==> src/rtl/corevx_cache_ptw_pkg.sv <==
// -----------------------------------------------------------------------------
// corevx_cache_ptw_pkg
// Shared definitions for the Sv32 page table walker:
//   - accesstag_t   : PTE[7:0] bit layout (V,R,W,X,U,G,A,D), also used by
//                     corevx_cache_pagefault when it checks stored tags
//   - ST_*          : walker state encoding
//   - pte_addr()    : PTE physical byte address for one walk level
// -----------------------------------------------------------------------------
package corevx_cache_ptw_pkg;

    // Accesstag bit layout, MSB first: D=7 A=6 G=5 U=4 X=3 W=2 R=1 V=0
    typedef struct packed {
        logic d;
        logic a;
        logic g;
        logic u;
        logic x;
        logic w;
        logic r;
        logic v;
    } accesstag_t;

    // Walker state encoding
    localparam logic [1:0] ST_IDLE  = 2'd0;
    localparam logic [1:0] ST_ISSUE = 2'd1;
    localparam logic [1:0] ST_WAIT  = 2'd2;
    localparam logic [1:0] ST_DONE  = 2'd3;

    // Sv32 PTEs are 4 bytes, indexed by one 10-bit VPN field inside a 4 KiB table
    function automatic logic [33:0] pte_addr(input logic [21:0] table_ppn,
                                             input logic [9:0]  vpn_field);
        return {table_ppn, vpn_field, 2'b00};
    endfunction

endpackage

==> src/rtl/corevx_ptw_pte_decode.sv <==
// -----------------------------------------------------------------------------
// corevx_ptw_pte_decode
// Combinational classification of one Sv32 PTE returned during a walk.
// Ports:
//   i_pte        in  32  PTE data from memory
//   i_level      in  1   walk level the PTE was read at (1 = root)
//   i_vpn0       in  10  VPN[0] of the address being translated
//   o_leaf       out 1   valid, well-formed leaf
//   o_pointer    out 1   pointer to the next level (only possible at level 1)
//   o_pagefault  out 1   structural fault
//   o_ppn        out 22  leaf PPN (0 unless o_leaf)
//   o_tag        out 8   leaf accesstag (0 unless o_leaf)
// Exactly one of o_leaf / o_pointer / o_pagefault is high.
// -----------------------------------------------------------------------------
module corevx_ptw_pte_decode
    import corevx_cache_ptw_pkg::*;
(
    input  logic [31:0] i_pte,
    input  logic        i_level,
    input  logic [9:0]  i_vpn0,
    output logic        o_leaf,
    output logic        o_pointer,
    output logic        o_pagefault,
    output logic [21:0] o_ppn,
    output logic [7:0]  o_tag
);

    accesstag_t w_tag;
    logic       w_invalid;
    logic       w_leaf_type;
    logic       w_misaligned;
    logic       w_unused_rsw;

    assign w_tag        = accesstag_t'(i_pte[7:0]);
    // W without R is a reserved encoding and faults like an invalid entry
    assign w_invalid    = (!w_tag.v) || ((!w_tag.r) && w_tag.w);
    assign w_leaf_type  = w_tag.r || w_tag.x;
    // A megapage must be 4 MiB aligned: its low PPN field has to be zero
    assign w_misaligned = i_level && (i_pte[19:10] != 10'd0);
    // RSW bits are software-owned and carry no meaning for the walk
    assign w_unused_rsw = ^i_pte[9:8];

    // Classify the PTE in the fault > leaf > pointer priority order
    always_comb begin
        o_leaf      = 1'b0;
        o_pointer   = 1'b0;
        o_pagefault = 1'b0;
        o_ppn       = 22'd0;
        o_tag       = 8'd0;
        if (w_invalid) begin
            o_pagefault = 1'b1;
        end else if (w_leaf_type) begin
            if (w_misaligned) begin
                o_pagefault = 1'b1;
            end else begin
                o_leaf = 1'b1;
                o_tag  = i_pte[7:0];
                if (i_level) begin
                    o_ppn = {i_pte[31:20], i_vpn0};
                end else begin
                    o_ppn = i_pte[31:10];
                end
            end
        end else if (i_level) begin
            o_pointer = 1'b1;
        end else begin
            o_pagefault = 1'b1;
        end
    end

endmodule

==> src/rtl/corevx_cache_ptw.sv <==
// -----------------------------------------------------------------------------
// corevx_cache_ptw
// Sv32 hardware page table walker. On a TLB miss it reads PTEs one level at a
// time and returns the leaf PPN plus the 8-bit accesstag. Only structural
// faults and bus errors are reported; permission checks happen later on the
// stored accesstag.
// Ports:
//   i_clk, i_rst_n                    clock, synchronous active-low reset
//   i_satp_ppn[21:0]                  root table PPN, sampled at acceptance
//   i_resolve_request                 start a walk (accepted only when idle)
//   i_resolve_virtual_address[19:0]   {vpn1, vpn0}, sampled at acceptance
//   o_resolve_busy                    walk in progress (through the done cycle)
//   o_resolve_done                    one-cycle completion pulse
//   o_resolve_pagefault               structural fault (with done)
//   o_resolve_access_fault            bus error on a PTE read (with done)
//   o_resolve_physical_address[21:0]  leaf PPN (0 on fault)
//   o_resolve_accesstag[7:0]          leaf PTE[7:0] (0 on fault)
//   o_m_req / i_m_ready               PTE read request handshake
//   o_m_address[33:0]                 PTE physical byte address
//   i_m_rvalid, i_m_rdata[31:0]       read response
//   i_m_rerror                        bus error (with i_m_rvalid)
// All outputs are registered.
// -----------------------------------------------------------------------------
module corevx_cache_ptw
    import corevx_cache_ptw_pkg::*;
(
    input  logic        i_clk,
    input  logic        i_rst_n,
    input  logic [21:0] i_satp_ppn,
    input  logic        i_resolve_request,
    input  logic [19:0] i_resolve_virtual_address,
    output logic        o_resolve_busy,
    output logic        o_resolve_done,
    output logic        o_resolve_pagefault,
    output logic        o_resolve_access_fault,
    output logic [21:0] o_resolve_physical_address,
    output logic [7:0]  o_resolve_accesstag,
    output logic        o_m_req,
    input  logic        i_m_ready,
    output logic [33:0] o_m_address,
    input  logic        i_m_rvalid,
    input  logic [31:0] i_m_rdata,
    input  logic        i_m_rerror
);

    logic [1:0]  r_state;
    logic        r_level;
    logic [9:0]  r_vpn0;
    logic        r_busy;
    logic        r_done;
    logic        r_pagefault;
    logic        r_access_fault;
    logic [21:0] r_ppn;
    logic [7:0]  r_tag;
    logic        r_m_req;
    logic [33:0] r_m_address;

    logic        w_leaf;
    logic        w_pointer;
    logic        w_pagefault;
    logic [21:0] w_ppn;
    logic [7:0]  w_tag;

    corevx_ptw_pte_decode u_pte_decode (
        .i_pte       (i_m_rdata),
        .i_level     (r_level),
        .i_vpn0      (r_vpn0),
        .o_leaf      (w_leaf),
        .o_pointer   (w_pointer),
        .o_pagefault (w_pagefault),
        .o_ppn       (w_ppn),
        .o_tag       (w_tag)
    );

    // Walk state machine, memory request and result registers
    always_ff @(posedge i_clk) begin
        if (!i_rst_n) begin
            r_state        <= ST_IDLE;
            r_level        <= 1'b0;
            r_vpn0         <= 10'd0;
            r_busy         <= 1'b0;
            r_done         <= 1'b0;
            r_pagefault    <= 1'b0;
            r_access_fault <= 1'b0;
            r_ppn          <= 22'd0;
            r_tag          <= 8'd0;
            r_m_req        <= 1'b0;
            r_m_address    <= 34'd0;
        end else begin
            case (r_state)
                ST_IDLE: begin
                    r_done <= 1'b0;
                    if (i_resolve_request) begin
                        // The level-1 address is formed here, so satp and
                        // vpn1 need no storage beyond the address register.
                        r_vpn0      <= i_resolve_virtual_address[9:0];
                        r_level     <= 1'b1;
                        r_m_address <= pte_addr(i_satp_ppn,
                                                i_resolve_virtual_address[19:10]);
                        r_m_req     <= 1'b1;
                        r_busy      <= 1'b1;
                        r_state     <= ST_ISSUE;
                    end
                end
                ST_ISSUE: begin
                    // i_m_rvalid is deliberately not looked at here: any
                    // response seen before acceptance is stale.
                    if (i_m_ready) begin
                        r_m_req <= 1'b0;
                        r_state <= ST_WAIT;
                    end
                end
                ST_WAIT: begin
                    if (i_m_rvalid) begin
                        if (i_m_rerror) begin
                            r_access_fault <= 1'b1;
                            r_pagefault    <= 1'b0;
                            r_ppn          <= 22'd0;
                            r_tag          <= 8'd0;
                            r_done         <= 1'b1;
                            r_state        <= ST_DONE;
                        end else if (w_pointer) begin
                            r_level     <= 1'b0;
                            r_m_address <= pte_addr(i_m_rdata[31:10], r_vpn0);
                            r_m_req     <= 1'b1;
                            r_state     <= ST_ISSUE;
                        end else begin
                            // Anything that is not a clean leaf completes
                            // as a pagefault; decode already zeroes ppn/tag.
                            r_access_fault <= 1'b0;
                            r_pagefault    <= w_pagefault || (!w_leaf);
                            r_ppn          <= w_ppn;
                            r_tag          <= w_tag;
                            r_done         <= 1'b1;
                            r_state        <= ST_DONE;
                        end
                    end
                end
                ST_DONE: begin
                    r_done  <= 1'b0;
                    r_busy  <= 1'b0;
                    r_state <= ST_IDLE;
                end
                default: begin
                    r_m_req <= 1'b0;
                    r_done  <= 1'b0;
                    r_busy  <= 1'b0;
                    r_state <= ST_IDLE;
                end
            endcase
        end
    end

    assign o_resolve_busy             = r_busy;
    assign o_resolve_done             = r_done;
    assign o_resolve_pagefault        = r_pagefault;
    assign o_resolve_access_fault     = r_access_fault;
    assign o_resolve_physical_address = r_ppn;
    assign o_resolve_accesstag        = r_tag;
    assign o_m_req                    = r_m_req;
    assign o_m_address                = r_m_address;

endmodule
==> config.mk <==
export PLATFORM = sky130hd
export DESIGN_NAME = corevx_cache_ptw
export DESIGN_NICKNAME = d
export VERILOG_FILES = /design/src/rtl/corevx_cache_ptw_pkg.sv /design/src/rtl/corevx_ptw_pte_decode.sv /design/src/rtl/corevx_cache_ptw.sv
export SDC_FILE = /design/constraint.sdc
export NUM_CORES = 1
export LEC_CHECK = 0
export CAP_MARGIN = 10
export CELL_PAD_IN_SITES_DETAIL_PLACEMENT = 0
export CELL_PAD_IN_SITES_GLOBAL_PLACEMENT = 1
export CORE_AREA = 2 2 110 112
export DETAILED_ROUTE_END_ITERATION = 16
export DIE_AREA = 0 0 112 114
export GPL_ROUTABILITY_DRIVEN = 0
export PLACE_DENSITY_LB_ADDON = 0.3
export SYNTH_ARGS = -nofsm -noshare
export SYNTH_HDL_FRONTEND = slang
export SYNTH_SLANG_ARGS = --single-unit
==> constraint.sdc <==
create_clock -name i_clk -period 2.6 [get_ports i_clk]
set_clock_uncertainty 0.05 [all_clocks]
set_input_delay 0.65 -clock i_clk [delete_from_list [all_inputs] [get_ports i_clk]]
set_output_delay 0.65 -clock i_clk [all_outputs]
set_load 0.03 [all_outputs]
### Word level (Yosys, flattened, before mapping)

Index checks and enable logic that the tools add are counted.

| word-level totals | value |
|---|---|
| bits in registers | 82 |
| bits of input ports | 80 |
| output and inout port bits | 69 |

| operators by class | value |
|---|---|
| eq/ne operators | 10 |
| reductions and logical operators | 22 |
| muxes and demuxes | 51 |

Operators by type and width:

| cell | count |
|---|---|
| 34-bit two-way mux | 4 |
| 22-bit two-way mux | 5 |
| 34-bit case mux with 2 select lines | 1 |
| 8-bit two-way mux | 5 |
| 1-bit two-way mux | 25 |
| 10-bit two-way mux | 1 |
| 2-bit two-way mux | 5 |
| 2-bit inequality test, second input constant | 5 |
| 10-bit nonzero test | 1 |
| 3-bit AND reduction | 3 |
| 2-bit case mux with 4 select lines | 1 |
| 1-bit case mux with 2 select lines | 3 |
| 6-bit AND reduction | 1 |
| 2-bit nonzero test | 3 |
| 5-bit AND reduction | 1 |
| 2-bit == test, second input constant | 2 |
| 2-bit AND reduction | 2 |
| 1-bit logical NOT | 3 |
| 1-bit logical OR | 3 |
| 3-bit inequality test, second input constant | 1 |
| 1-bit case mux with 3 select lines | 1 |
| 3-bit nonzero test | 1 |
| 2-bit by 1-bit == test with 1-bit output, second input constant | 1 |
| 1-bit logical AND | 2 |
| 3 further kinds | 3 |

### Longest topological paths before layout

| depth | value |
|---|---|
| depth in word-level cells | 9 |
| mapped depth | 8 |
| mapped depth without buffers | 6 |

### Modules after synthesis

From an unflattened synthesis, not the netlist that was laid out.

| second synthesis, totals | value |
|---|---|
| cell total of the unflattened synthesis | 487 |
| area total of the unflattened synthesis | 4,182.8 µm² |

By module, submodules not included:

| module | seq. area each (µm²) | area each (µm²) | cells each | instances |
|---|---|---|---|---|
| corevx_cache_ptw | 1,601.5 | 3,560.9 | 411 | 1 |
| corevx_ptw_pte_decode | 0.0 | 621.8 | 76 | 1 |

### Worst setup path before layout

OpenSTA, ideal clock, no wires.

| path | value |
|---|---|
| path kind | input port to flip-flop |
| from | in i_m_rerror |
| to | reg r_m_address[15], in the netlist o_m_address[15] |
| path buffers | 1 |
| path slack | 0.514 ns |
| stages on the path | 5 |
| arrival | 1.970 ns |
| cell sequence | or4b_4 -> nor4_4 -> buf_6 -> a22oi_1 -> a21boi_2 |

| on the way | value |
|---|---|
| longest elaborated chain between the ends | 2 |

Ends and longest elaborated chain:

| what | RTL line | RTL |
|---|---|---|
| from (decl) | corevx_cache_ptw.sv:43 | `input logic i_m_rerror` |
| 2-bit inequality test (no source line) | -- |  |
| 5-bit AND reduction (no source line) | -- |  |
| to (signal assigned) | corevx_cache_ptw.sv:98 | `r_m_address <= pte_addr(i_satp_ppn,` |
| to (signal assigned) | corevx_cache_ptw.sv:124 | `r_m_address <= pte_addr(i_m_rdata[31:10], r_vpn0);` |
| to (decl) | corevx_cache_ptw.sv:56 | `logic [33:0] r_m_address;` |

Every way passes these cells.
A chain may end at the register's enable or synchronous reset.

### Final worst setup path

| path | value |
|---|---|
| from | in i_m_rdata[19] |
| to | reg r_ppn[12], in the netlist o_resolve_physical_address[12] |

| on the way | value |
|---|---|
| longest elaborated chain between the ends | 7 |

Ends and longest elaborated chain:

| what | RTL line | RTL |
|---|---|---|
| from (decl) | corevx_cache_ptw.sv:42 | `input logic [31:0] i_m_rdata,` |
| 10-bit nonzero test | corevx_ptw_pte_decode.sv:39 | `assign w_misaligned = i_level && (i_pte[19:10] != 10'd0);` |
| 1-bit logical AND | corevx_ptw_pte_decode.sv:39 |  |
| 22-bit two-way mux | corevx_ptw_pte_decode.sv:53 | `if (w_misaligned) begin` |
| 22-bit two-way mux | corevx_ptw_pte_decode.sv:52 | `end else if (w_leaf_type) begin` |
| 22-bit two-way mux | corevx_ptw_pte_decode.sv:50 | `if (w_invalid) begin` |
| 22-bit two-way mux | corevx_cache_ptw.sv:122 | `end else if (w_pointer) begin` |
| 22-bit two-way mux | corevx_cache_ptw.sv:115 | `if (i_m_rerror) begin` |
| to (signal assigned) | corevx_cache_ptw.sv:132 | `r_ppn <= w_ppn;` |
| to (decl) | corevx_cache_ptw.sv:53 | `logic [21:0] r_ppn;` |

Every way passes these cells. The select of a mux whose other input is x is not followed.

==> reports/qor.json <==
{
  "total_leakage_power_nw": 2.02,
  "cell_accounting_for_the_most_synthesized_area": "sky130_fd_sc_hd__dfxtp_1",
  "timing_hold_violations_final": 0,
  "timing.final.crit_share": 0.896,
  "grt_pass1_vias": 3236,
  "layout.cell_area.non_filler_mm2": 0.00557,
  "floorplan.initialDensity": 0.300,
  "ys_types": 39,
  "worstSetupEndpointType": "register",
  "antenna_violations_before_repair": 0,
  "fin_nets": 583,
  "cts_resized": 0,
  "die_w_um": 112,
  "yosys-top-cells-count": "sky130_fd_sc_hd__dfxtp_1, sky130_fd_sc_hd__nand3_1, sky130_fd_sc_hd__a22oi_1",
  "run_status": "finished clean",
  "pin_count": 149,
  "postSynthRegisterBits": 80,
  "numClockSinks": 80,
  "worst-setup-path-type": "input port to register",
  "grt_pass1_wl_um": 17200,
  "crit_end": "o_resolve_physical_address[12]$_SDFFE_PN0P_",
  "cts.clk_slew.worst_paths_ps": 70,
  "grt_max_degree": 44,
  "post-layout-total-power_w": 0.00444,
  "synth.area.top_cells": "sky130_fd_sc_hd__dfxtp_1, sky130_fd_sc_hd__a21boi_2, sky130_fd_sc_hd__a22o_1, sky130_fd_sc_hd__a22oi_1, sky130_fd_sc_hd__nand3_1",
  "floorplan.die.height_um": 114,
  "critical_path_cell_count": 7,
  "required_ps": 2830,
  "yosys_warnings": 0,
  "cts-buffers-inserted": 9,
  "regToRegStartpoint": "r_state[0]$_SDFFE_PN0P_",
  "vias_per_inst": 4.95,
  "clock_tree.htree_level_count": 3,
  "grt_usage": 0.171,
  "vias": 3215,
  "synth-async-reset-ratio": 0,
  "report.final.slew_viol_count": 0,
  "cts_tree": "yes",
  "tns_ps": 0,
  "clock_tree.buffer_depth": 2,
  "path_buf_inv": 3,
  "p_per_area_mw_per_mm2": 798,
  "port_buffers": 144,
  "post-synth-top-count-cell": "sky130_fd_sc_hd__dfxtp_1",
  "insertion_delay_ps": 330,
  "drc_violations": 0,
  "fmax_mhz": 429,
  "syn_inst": 344,
  "antenna_diodes": 0,
  "dpl.hpwl_um": 7940,
  "post_cts_hold_buffer_count": 0,
  "worst_path_dominant_cell_family": "buffers and inverters",
  "vdd_ir_drop_max_mv": 0.363,
  "syn2layout_area_growth_pct": 58.6,
  "critical_path.most_common_cell": "sky130_fd_sc_hd__buf_4",
  "drv_cap": 0,
  "sequential_cell_area_fraction_in_the_yosys_report": 0.456,
  "maximum_fanout_along_the_worst_path": 15,
  "floorplan.rows": 40,
  "drive_gt1_frac": 0.175,
  "timing.reg2reg.worst_path_depth": 6,
  "hold-worst-slack_ps": 415,
  "cts.repair_timing.setup_buffer_count": 0,
  "global_route_overflow": 0,
  "netlist_area_mm2": 0.00351,
  "synth_top_area_share": 0.456,
  "antenna_nets_post_route": 0,
  "clock-root-buffer": "sky130_fd_sc_hd__clkbuf_16",
  "die-area_mm2": 0.0128,
  "placed_cell_area_mm2": 0.00526,
  "detail_route.wirelength_um": 10900,
  "core_region_area_mm2": 0.0117,
  "avgSynthCellArea_um2": 10.2,
  "worstPathArrival_ps": 2560,
  "finalWorstPathRequiredPeriod_ps": 2330,
  "detail_route.wl_per_cell_um": 16.8,
  "crit_chain": "clkdlybuf4s50_1 -> nor4_1 -> buf_4 -> a41oi_1 -> nor3_4 -> buf_4 -> a22o_1",
  "critPathLaunchType": "input port",
  "drtIter0Drc": 146,
  "timing.critical_path.slowest_stage_cell": "sky130_fd_sc_hd__clkdlybuf4s50_1",
  "hp-class": "register to register",
  "r2r_end": "o_resolve_pagefault$_SDFFE_PN0P_",
  "synth_enable_flop_cells": 0,
  "final_core_utilization": 0.475,
  "drt_pass1_iterations": 5,
  "crit_start": "i_m_rdata[19]",
  "report.final.setup_viol": 0,
  "most_used_dff_post_synth": "sky130_fd_sc_hd__dfxtp_1",
  "unrepaired_setup_endpoints_after_global_routing": "no",
  "reg2reg_slack_ps": 470,
  "cp_slowest_stage_delay_ps": 450
}
## layout make-up
cell class	count	area (µm²)
Clock inverter	6	66.3
Multi-Input combinational cell	232	1780
Timing Repair Buffer	169	1680
Inverter	5	18.8
Fill cell	1137	6140
Clock buffer	10	239
Sequential cell	80	1600
Tap cell	147	184
## worst register-to-register path: stages (launching register included)
cell and delay [ps]:
sky130_fd_sc_hd__dfxtp_1 380, sky130_fd_sc_hd__inv_1 110, sky130_fd_sc_hd__ha_1 360, sky130_fd_sc_hd__nand2_1 220
sky130_fd_sc_hd__a21oi_1 310, sky130_fd_sc_hd__mux2_2 370, sky130_fd_sc_hd__a22o_1 230
## through the flow
stage                     setup WS [ps]  instances
after floorplan                     514        345
after global routing                110        649
after detailed placement           -143        633
after global placement             -143        633
after CTS                           207        649
final                               271        649
## worst min-delay path by stage
stage / start / to / slack (ps) / depth (start not counted)
floorplan: r_vpn0[0]$_SDFFE_PN0P_ / r_vpn0[0]$_SDFFE_PN0P_ / 400 / 2
finish: o_resolve_accesstag[0]$_SDFFE_PN0P_ / o_resolve_accesstag[0]$_SDFFE_PN0P_ / 410 / 1
global route: o_m_address[33]$_SDFFE_PN0P_ / o_m_address[33]$_SDFFE_PN0P_ / 440 / 2
CTS: o_resolve_accesstag[0]$_SDFFE_PN0P_ / o_resolve_accesstag[0]$_SDFFE_PN0P_ / 410 / 1
global placement: o_resolve_accesstag[0]$_SDFFE_PN0P_ / o_resolve_accesstag[0]$_SDFFE_PN0P_ / 380 / 1
detailed placement: o_resolve_accesstag[0]$_SDFFE_PN0P_ / o_resolve_accesstag[0]$_SDFFE_PN0P_ / 400 / 1
## layout by cell type (no fill, tap or decap), types with 3 or more instances in the layout
cell                                n
sky130_fd_sc_hd__a21boi_0          14
sky130_fd_sc_hd__a21boi_2          30
sky130_fd_sc_hd__a22o_1            28
sky130_fd_sc_hd__a22oi_1           32
sky130_fd_sc_hd__and2_1             3
sky130_fd_sc_hd__buf_12             4
sky130_fd_sc_hd__buf_4             21
sky130_fd_sc_hd__clkbuf_16          9
sky130_fd_sc_hd__clkdlybuf4s50_1  144
sky130_fd_sc_hd__dfxtp_1           80
sky130_fd_sc_hd__ha_1               6
sky130_fd_sc_hd__inv_1              5
sky130_fd_sc_hd__mux2_2            11
sky130_fd_sc_hd__nand2_1           25
sky130_fd_sc_hd__nand2b_1           3
sky130_fd_sc_hd__nand3_1           33
sky130_fd_sc_hd__nor2_1             6
sky130_fd_sc_hd__nor2b_1            7
sky130_fd_sc_hd__nor4_1             3
sky130_fd_sc_hd__o21ai_0            4
## layer usage
layer	GRT usage	wire length, µm	share of wire	vias up
li1	-	-	-	1577
met1	0.220	4890	0.45	1527
met2	0.279	5210	0.48	100
met3	0.0414	651	0.060	11
met4	0.0683	152	0.014	0
met5	0	0	0	-
## report_power, final
| part | internal (W) | total, W | switching [W] |
|---|---|---|---|
| Clock | 0.000774 | 0.00131 | 0.000532 |
| Sequential | 0.00141 | 0.00153 | 0.000122 |
| Combinational | 0.000722 | 0.00161 | 0.000883 |
## state kept, by name (all words and copies together), names as in the netlist, 2 cells and up
| register | flops |
|---|---|
| r_vpn0 | 10 |
| o_resolve_physical_address | 22 |
| o_m_address | 32 |
| r_state | 2 |
| o_resolve_accesstag | 8 |
## logic make-up (layout without fill, tap and decap cells)
family	count (synthesis)	count (layout)	synth area share
buffers and inverters	33	190	0.0463
flip-flops	80	80	0.456
AO/OA/AOI/OAI	122	122	0.301
other	1	2	0.00107
AND/OR/NAND/NOR	89	89	0.133
adder cells (fa/ha/maj)	6	6	0.0214
multiplexers	13	13	0.0410
(Power assumes the default switching activity.)
